File: src/rtl/pwm_gen_multi_if.sv
// Button, mode and PWM signal bundle for pwm_gen_multi.
// The slave modport is the generator's view; the master modport is the wrapper or bench driving it.
interface pwm_gen_multi_if #(
   parameter int CHANNELS = 2,
   parameter int CNT_W    = 4
);
   logic [CHANNELS-1:0]       inc_in;
   logic [CHANNELS-1:0]       dec_in;
   logic                      center_mode;
   logic [CHANNELS-1:0]       pwm_out;
   logic                      period_start;
   logic [CHANNELS*CNT_W-1:0] duty_out;

   modport master (
      output inc_in,
      output dec_in,
      output center_mode,
      input  pwm_out,
      input  period_start,
      input  duty_out
   );

   modport slave (
      input  inc_in,
      input  dec_in,
      input  center_mode,
      output pwm_out,
      output period_start,
      output duty_out
   );
endinterface

File: src/rtl/pwm_gen_multi.sv
// Multi-channel PWM generator: one shared period counter, per-channel debounced duty buttons,
// glitch-free duty reload at period boundaries, edge- or center-aligned output.
module pwm_gen_multi #(
   parameter int CHANNELS   = 2,
   parameter int PERIOD     = 10,
   parameter int CNT_W      = 4,
   parameter int STEP       = 1,
   parameter int DUTY_RST   = 5,
   parameter int DEB_CYCLES = 4
) (
   input logic               clk,
   input logic               rst_n,
   pwm_gen_multi_if.slave    bus
);
   localparam int BTN   = 2 * CHANNELS;
   localparam int DEB_W = $clog2(DEB_CYCLES + 1);

   localparam logic [CNT_W-1:0] CNT_ZERO  = {CNT_W{1'b0}};
   localparam logic [CNT_W-1:0] CNT_ONE   = {{(CNT_W-1){1'b0}}, 1'b1};
   localparam logic [CNT_W-1:0] PERIOD_M1 = CNT_W'(PERIOD - 1);
   localparam logic [CNT_W-1:0] PERIOD_C  = CNT_W'(PERIOD);
   localparam logic [CNT_W-1:0] DUTY_RST_C = CNT_W'(DUTY_RST);
   localparam logic [CNT_W:0]   PERIOD_W  = (CNT_W+1)'(PERIOD);
   localparam logic [CNT_W:0]   STEP_W    = (CNT_W+1)'(STEP);
   localparam logic [DEB_W-1:0] DEB_ZERO  = {DEB_W{1'b0}};
   localparam logic [DEB_W-1:0] DEB_ONE   = {{(DEB_W-1){1'b0}}, 1'b1};
   localparam logic [DEB_W-1:0] DEB_LAST  = DEB_W'(DEB_CYCLES - 1);

   typedef enum logic [0:0] {
      ST_UP   = 1'b0,
      ST_DOWN = 1'b1
   } dir_e;

   // Button bits are packed as {dec[CHANNELS-1:0], inc[CHANNELS-1:0]}.
   logic [BTN-1:0]                sync1_r;
   logic [BTN-1:0]                sync2_r;
   logic [BTN-1:0]                filt_r;
   logic [BTN-1:0]                filt_d_r;
   logic [BTN-1:0]                ev_r;
   logic [BTN-1:0][DEB_W-1:0]     deb_cnt_r;

   logic [CHANNELS-1:0][CNT_W-1:0] shadow_r;
   logic [CHANNELS-1:0][CNT_W-1:0] shadow_nxt_s;
   logic [CHANNELS-1:0][CNT_W:0]   sum_s;
   logic [CHANNELS-1:0][CNT_W:0]   diff_s;
   logic [CHANNELS-1:0][CNT_W-1:0] active_r;

   logic [CNT_W-1:0]    cnt_r;
   logic [CNT_W-1:0]    cnt_nxt_s;
   dir_e                dir_r;
   dir_e                dir_nxt_s;
   logic                mode_r;
   logic                boundary_s;
   logic [CHANNELS-1:0] pwm_r;
   logic                period_start_r;

   // Two-flop synchroniser for the asynchronous button levels.
   always_ff @(posedge clk or negedge rst_n) begin
      if (!rst_n) begin
         sync1_r <= {BTN{1'b0}};
         sync2_r <= {BTN{1'b0}};
      end else begin
         sync1_r <= {bus.dec_in, bus.inc_in};
         sync2_r <= sync1_r;
      end
   end

   // Debounce filter: a level change is accepted after DEB_CYCLES consecutive mismatching cycles.
   always_ff @(posedge clk or negedge rst_n) begin
      if (!rst_n) begin
         filt_r    <= {BTN{1'b0}};
         deb_cnt_r <= {BTN{DEB_ZERO}};
      end else begin
         for (int i = 0; i < BTN; i++) begin
            if (sync2_r[i] != filt_r[i]) begin
               if (deb_cnt_r[i] == DEB_LAST) begin
                  filt_r[i]    <= sync2_r[i];
                  deb_cnt_r[i] <= DEB_ZERO;
               end else begin
                  deb_cnt_r[i] <= deb_cnt_r[i] + DEB_ONE;
               end
            end else begin
               deb_cnt_r[i] <= DEB_ZERO;
            end
         end
      end
   end

   // Press events: one-cycle pulse on each rising edge of a filtered level.
   always_ff @(posedge clk or negedge rst_n) begin
      if (!rst_n) begin
         filt_d_r <= {BTN{1'b0}};
         ev_r     <= {BTN{1'b0}};
      end else begin
         filt_d_r <= filt_r;
         ev_r     <= filt_r & ~filt_d_r;
      end
   end

   // One-bit-wider step arithmetic so saturation is decided before any truncation.
   always_comb begin
      sum_s  = {CHANNELS{{(CNT_W+1){1'b0}}}};
      diff_s = {CHANNELS{{(CNT_W+1){1'b0}}}};
      for (int i = 0; i < CHANNELS; i++) begin
         sum_s[i]  = {1'b0, shadow_r[i]} + STEP_W;
         diff_s[i] = {1'b0, shadow_r[i]} - STEP_W;
      end
   end

   // Next shadow duty; simultaneous inc and dec cancel out.
   always_comb begin
      shadow_nxt_s = shadow_r;
      for (int i = 0; i < CHANNELS; i++) begin
         case ({ev_r[CHANNELS+i], ev_r[i]})
            2'b01:   shadow_nxt_s[i] = (sum_s[i] > PERIOD_W) ? PERIOD_C : sum_s[i][CNT_W-1:0];
            2'b10:   shadow_nxt_s[i] = ({1'b0, shadow_r[i]} < STEP_W) ? CNT_ZERO : diff_s[i][CNT_W-1:0];
            default: shadow_nxt_s[i] = shadow_r[i];
         endcase
      end
   end

   // Shadow duty register; the active copy only follows it at a period boundary.
   always_ff @(posedge clk or negedge rst_n) begin
      if (!rst_n) begin
         shadow_r <= {CHANNELS{DUTY_RST_C}};
         active_r <= {CHANNELS{DUTY_RST_C}};
      end else begin
         shadow_r <= shadow_nxt_s;
         if (boundary_s) begin
            active_r <= shadow_r;
         end
      end
   end

   // Counter direction state register.
   always_ff @(posedge clk or negedge rst_n) begin
      if (!rst_n) begin
         dir_r <= ST_UP;
      end else begin
         dir_r <= dir_nxt_s;
      end
   end

   // Direction next-state: only center-aligned mode ever turns around at the top.
   always_comb begin
      dir_nxt_s = dir_r;
      case (dir_r)
         ST_UP: begin
            if (mode_r && (cnt_r == PERIOD_M1)) begin
               dir_nxt_s = ST_DOWN;
            end else begin
               dir_nxt_s = ST_UP;
            end
         end
         ST_DOWN: begin
            if (cnt_r == CNT_ZERO) begin
               dir_nxt_s = ST_UP;
            end else begin
               dir_nxt_s = ST_DOWN;
            end
         end
         default: dir_nxt_s = ST_UP;
      endcase
   end

   // Counter next value and boundary flag; both endpoints repeat once when turning around.
   always_comb begin
      cnt_nxt_s  = cnt_r;
      boundary_s = 1'b0;
      case (dir_r)
         ST_UP: begin
            if (cnt_r == PERIOD_M1) begin
               if (mode_r) begin
                  cnt_nxt_s  = cnt_r;
                  boundary_s = 1'b0;
               end else begin
                  cnt_nxt_s  = CNT_ZERO;
                  boundary_s = 1'b1;
               end
            end else begin
               cnt_nxt_s  = cnt_r + CNT_ONE;
               boundary_s = 1'b0;
            end
         end
         ST_DOWN: begin
            if (cnt_r == CNT_ZERO) begin
               cnt_nxt_s  = CNT_ZERO;
               boundary_s = 1'b1;
            end else begin
               cnt_nxt_s  = cnt_r - CNT_ONE;
               boundary_s = 1'b0;
            end
         end
         default: begin
            cnt_nxt_s  = CNT_ZERO;
            boundary_s = 1'b1;
         end
      endcase
   end

   // Shared counter and the mode latched for the whole period.
   always_ff @(posedge clk or negedge rst_n) begin
      if (!rst_n) begin
         cnt_r  <= CNT_ZERO;
         mode_r <= 1'b0;
      end else begin
         cnt_r <= cnt_nxt_s;
         if (boundary_s) begin
            mode_r <= bus.center_mode;
         end
      end
   end

   // Registered outputs, one cycle behind the counter.
   always_ff @(posedge clk or negedge rst_n) begin
      if (!rst_n) begin
         pwm_r          <= {CHANNELS{1'b0}};
         period_start_r <= 1'b0;
      end else begin
         for (int i = 0; i < CHANNELS; i++) begin
            pwm_r[i] <= (cnt_r < active_r[i]);
         end
         period_start_r <= (cnt_r == CNT_ZERO) && (dir_r == ST_UP);
      end
   end

   assign bus.pwm_out      = pwm_r;
   assign bus.period_start = period_start_r;
   assign bus.duty_out     = active_r;

endmodule

File: src/flat_wrapper.sv
// flat-port wrapper written by rule: the top's interface ports become plain ports
module pwm_gen_multi_flat 
#(
   parameter int CHANNELS   = 2,
   parameter int PERIOD     = 10,
   parameter int CNT_W      = 4,
   parameter int STEP       = 1,
   parameter int DUTY_RST   = 5,
   parameter int DEB_CYCLES = 4
)
  (clk, rst_n, bus_inc_in, bus_dec_in, bus_center_mode, bus_pwm_out, bus_period_start, bus_duty_out);
  pwm_gen_multi_if #(.CHANNELS(CHANNELS), .CNT_W(CNT_W)) bus_i ();
  input logic clk;
  input logic rst_n;
  input wire logic [$bits(bus_i.inc_in)-1:0] bus_inc_in;
  input wire logic [$bits(bus_i.dec_in)-1:0] bus_dec_in;
  input wire logic [$bits(bus_i.center_mode)-1:0] bus_center_mode;
  output wire logic [$bits(bus_i.pwm_out)-1:0] bus_pwm_out;
  output wire logic [$bits(bus_i.period_start)-1:0] bus_period_start;
  output wire logic [$bits(bus_i.duty_out)-1:0] bus_duty_out;
  assign bus_i.inc_in = bus_inc_in;
  assign bus_i.dec_in = bus_dec_in;
  assign bus_i.center_mode = bus_center_mode;
  assign bus_pwm_out = bus_i.pwm_out;
  assign bus_period_start = bus_i.period_start;
  assign bus_duty_out = bus_i.duty_out;
  pwm_gen_multi #(.CHANNELS(CHANNELS), .PERIOD(PERIOD), .CNT_W(CNT_W), .STEP(STEP), .DUTY_RST(DUTY_RST), .DEB_CYCLES(DEB_CYCLES)) u_core (.clk(clk), .rst_n(rst_n), .bus(bus_i));
endmodule
File: config.mk
export PLATFORM = sky130hd
export DESIGN_NAME = pwm_gen_multi_flat
export DESIGN_NICKNAME = d
export VERILOG_FILES = /design/src/rtl/pwm_gen_multi_if.sv /design/src/rtl/pwm_gen_multi.sv /design/src/flat_wrapper.sv
export SDC_FILE = /design/constraint.sdc
export NUM_CORES = 1
export LEC_CHECK = 0
export CAP_MARGIN = 10
export CORE_UTILIZATION = 25
export DETAILED_ROUTE_END_ITERATION = 8
export PLACE_DENSITY = 0.53
export SYNTH_ARGS = -nofsm -noshare
export SYNTH_HDL_FRONTEND = slang
export SYNTH_SLANG_ARGS = --single-unit
File: constraint.sdc
create_clock -name clk -period 1.63 [get_ports clk]
set_input_delay 0.2445 -clock clk [delete_from_list [all_inputs] [get_ports clk]]
set_output_delay 0.2445 -clock clk [all_outputs]
set_load 0.05 [all_outputs]
==> reports/qor.txt <==
Final HPWL DP -> 3510 um
Final Slew Violations -> 0
Int Pwr -> 4.94 mW
largest family of logic cells by synthesized area -> simple AND/OR/NAND/NOR gates
Synth area leader -> dfrtp_1
CP required -> 1.83 ns
synthesized flop and latch total -> 57
Final WS setup -> 0.0891 ns
Power, Total -> 7.68 mW
worst-margin pin slew -> 0.402 ns
main area contributors after synthesis -> dfrtp_1 (43%), ha_1 (8.0%), dfstp_2 (7.4%)
Logic pwr share -> 42.0%
Yosys top cell area share -> 43.4%
synthesized net count -> 272
CTS H-tree depth -> 3
Biggest register -> u_core.deb_cnt_r
Post-Synth Adder-Cell Area -> 7.97%
clock slew at reported path FFs -> 0.05 ns
Tmin final -> 1.54 ns
mux contribution to synthesized area -> 5.89%
fin crit share -> 94.5%
Arr. time, crit path -> 1.74 ns
DIE WIDTH -> 108 um
Crit-path slowest cell -> dfrtp_1
initial core utilization -> 25.8%
I/O pin cnt -> 18
post-synthesis sequential area ratio -> 50.8%
CTS buffer count -> 9
maximum root-to-sink buffer count -> 2
clock latency on the worst-skew pair -> 0.32 ns
Post-synth top cells -> dfrtp_1 (49), inv_1 (20), ha_1 (18)
total wire length -> 4960 um
Sum Neg Setup Slack -> 0 ns
core area -> 10,900 um^2
largest net degree at the start of global routing -> 32
GR Overflow Total -> 0
DRC -> 0
FMAX -> 649 MHz
Routed Antenna Nets -> 0
initial DRC count -> 78
Synth Cell Area -> 2830 um^2
# setup viols final -> 0
RSZ-0062 raised after global routing -> false
average wire per standard cell -> 11.7 um
Worst slew margin -> 73.2%
PortBufs -> 17
Syn Inst Count -> 247
worst min path class -> register to register
NumNets Final -> 306
Die Y -> 108 um
Hold Vio Cnt, Final -> 0
vias in the first global route -> 1,891
RePlAce Congestion -> 0.767
Worst setup EP type -> register
Mean Syn Cell Area -> 11.4 um^2
Sw Share -> 35.7%
Vias/cell -> 4.47
Clock Skew -> 0.00773 ns
initial antenna violation count -> 0
PwrDens -> 2140 nW/um^2
Synth Area in Simple Gates -> 13.8%
cell with the most instances after synthesis -> dfrtp_1
Compound-Gate Fraction of Synth Area -> 13.4%
Antenna Cells -> 0
warnings from Yosys -> 0
Worst Setup Start Kind -> register
Hold WS -> 0.345 ns
WS Path Type -> register to register
P_sw -> 2.74 mW
Area Growth Syn to Fin -> 27.1%
Site Rows -> 38
status -> finished clean
clk sinks -> 57
Async SR Flop Fraction -> 100%
dominant synthesized flop cell -> dfrtp_1
leakage -> 1.66 nW
global-route usage over all layers -> 9.69%
largest stage delay on the critical path -> 0.44 ns
total die area -> 11,700 um^2
maxcap violations -> 0
critical path, cell by cell -> ha_1 -> nand2b_1 -> o211ai_1 -> a21oi_1 -> o31a_1
pre-CTS setup slack -> 0.0198 ns
via count -> 1,901
global-route wire length before repair -> 8800 um
root buffer cell -> clkbuf_16
Post-Synth XOR/XNOR Area -> 2.17%
VDD IR max -> 0.866 mV
sequential power share -> 31.6%
CTS tree -> done
share of layout cells above drive strength 1 -> 26.3%
crit-path max FO -> 7
DR pass1 iterations -> 4
max reg flops -> 12
Post-synth EDFFs -> 0
Clk pwr share -> 26.4%
Netlist cell types -> 48
-- metal layers --
metal	global-route usage, %	part of all wire [%]
met1	12.0	48
met2	15.2	47
met3	3.86	3.8
met4	3.47	1.2
met5	0	0
-- path summary, 6_finish.rpt --
check / startpoint / slack (ns) / end / cells past startpoint
worst max-delay path: u_core.shadow_r[1]$_DFFE_PN0P_ / 0.09 / u_core.shadow_r[1]$_DFFE_PN0P_ / 5
worst min-delay path: u_core.sync1_r[0]$_DFF_PN0_ / 0.35 / u_core.sync2_r[0]$_DFF_PN0_ / 0
worst max register to register: u_core.shadow_r[1]$_DFFE_PN0P_ / 0.09 / u_core.shadow_r[1]$_DFFE_PN0P_ / 5
worst min register to register: u_core.sync1_r[0]$_DFF_PN0_ / 0.35 / u_core.sync2_r[0]$_DFF_PN0_ / 0
max in group asynchronous: rst_n / 0.81 / u_core.shadow_r[0]$_DFFE_PN1P_ / 3
min in group asynchronous: rst_n / 0.46 / u_core.bus.duty_out[7]$_DFFE_PN0P_ / 3
-- layout make-up --
cell class | count | area (um^2)
fillers | 1105 | 7340
well taps | 140 | 175
repair buffers | 37 | 350
multi-input cells | 156 | 1220
clock buffers | 11 | 253
clock inverters | 4 | 76.3
flip-flops and latches | 57 | 1440
inverters | 20 | 75.1
-- kinds of logic (layout without fill, tap and decap cells) --
kind of cell | Yosys count | after routing
adders and majority gates | 18 | 18
DFF | 57 | 57
buffers and inverters | 34 | 72
AOI/OAI and AO/OA | 53 | 53
and+or+nand+nor | 64 | 64
xor gates and xnor gates | 7 | 7
muxes | 14 | 14
-- critical path: cells and delay by family, from the launching register on --
family          cells  cell delay (ns)
fa+ha+maj           1             0.25
compound gates      3             0.59
simple gates        1             0.15
flops               1             0.44
-- metrics by stage --
stage | std cells | util [%] | cell area [um^2]
after floorplan | 247 | - | 2830
after global placement | 405 | 29.5 | 3220
after detailed placement | 405 | 29.5 | 3220
after CTS | 421 | 32.6 | 3560
after global routing | 425 | 32.8 | 3590
final | 425 | 32.8 | 3590
-- cell usage in the layout, fill, tap and decap left out, types with 3 or more instances in the layout --
cell,netlist,final
o21ai_0,7,7
nand2b_1,9,9
mux2_2,5,5
a31oi_1,5,5
o31ai_1,6,6
nand2_1,6,6
ha_1,18,17
clkbuf_16,0,9
a21o_1,6,6
mux2i_1,5,5
buf_4,1,24
buf_12,0,5
nor3_1,3,3
nor3b_1,8,8
o22ai_1,3,3
nand3_1,6,6
xnor2_1,6,6
dfstp_2,8,8
mux2_4,4,4
dfrtp_1,49,49
inv_1,20,20
a21oi_1,10,10
nor2_1,9,9
clkdlybuf4s50_1,0,5
nor2b_1,8,8
and3_1,3,3
-- power by group through the flow --
| stage | clock network, mW | logic [mW] | registers [mW] |
|---|---|---|---|
| after global routing | 2.15 | 3.62 | 2.51 |
| after floorplan | 0 | 2.04 | 2.68 |
| after detailed placement | 0 | 3.14 | 2.48 |
| final | 2.03 | 3.22 | 2.43 |
| after global placement | 0 | 3.07 | 2.47 |
| after CTS | 2.09 | 3.15 | 2.46 |
-- what timing repair did --
item | in CTS | in global routing
setup endpoints to repair | 0 | 5
hold endpoints to repair | 49 | 0
buffers inserted | 0 | 4
gates resized for setup | 0 | 1
hold buffers | 1 | 0
(Power assumes the default switching activity.)
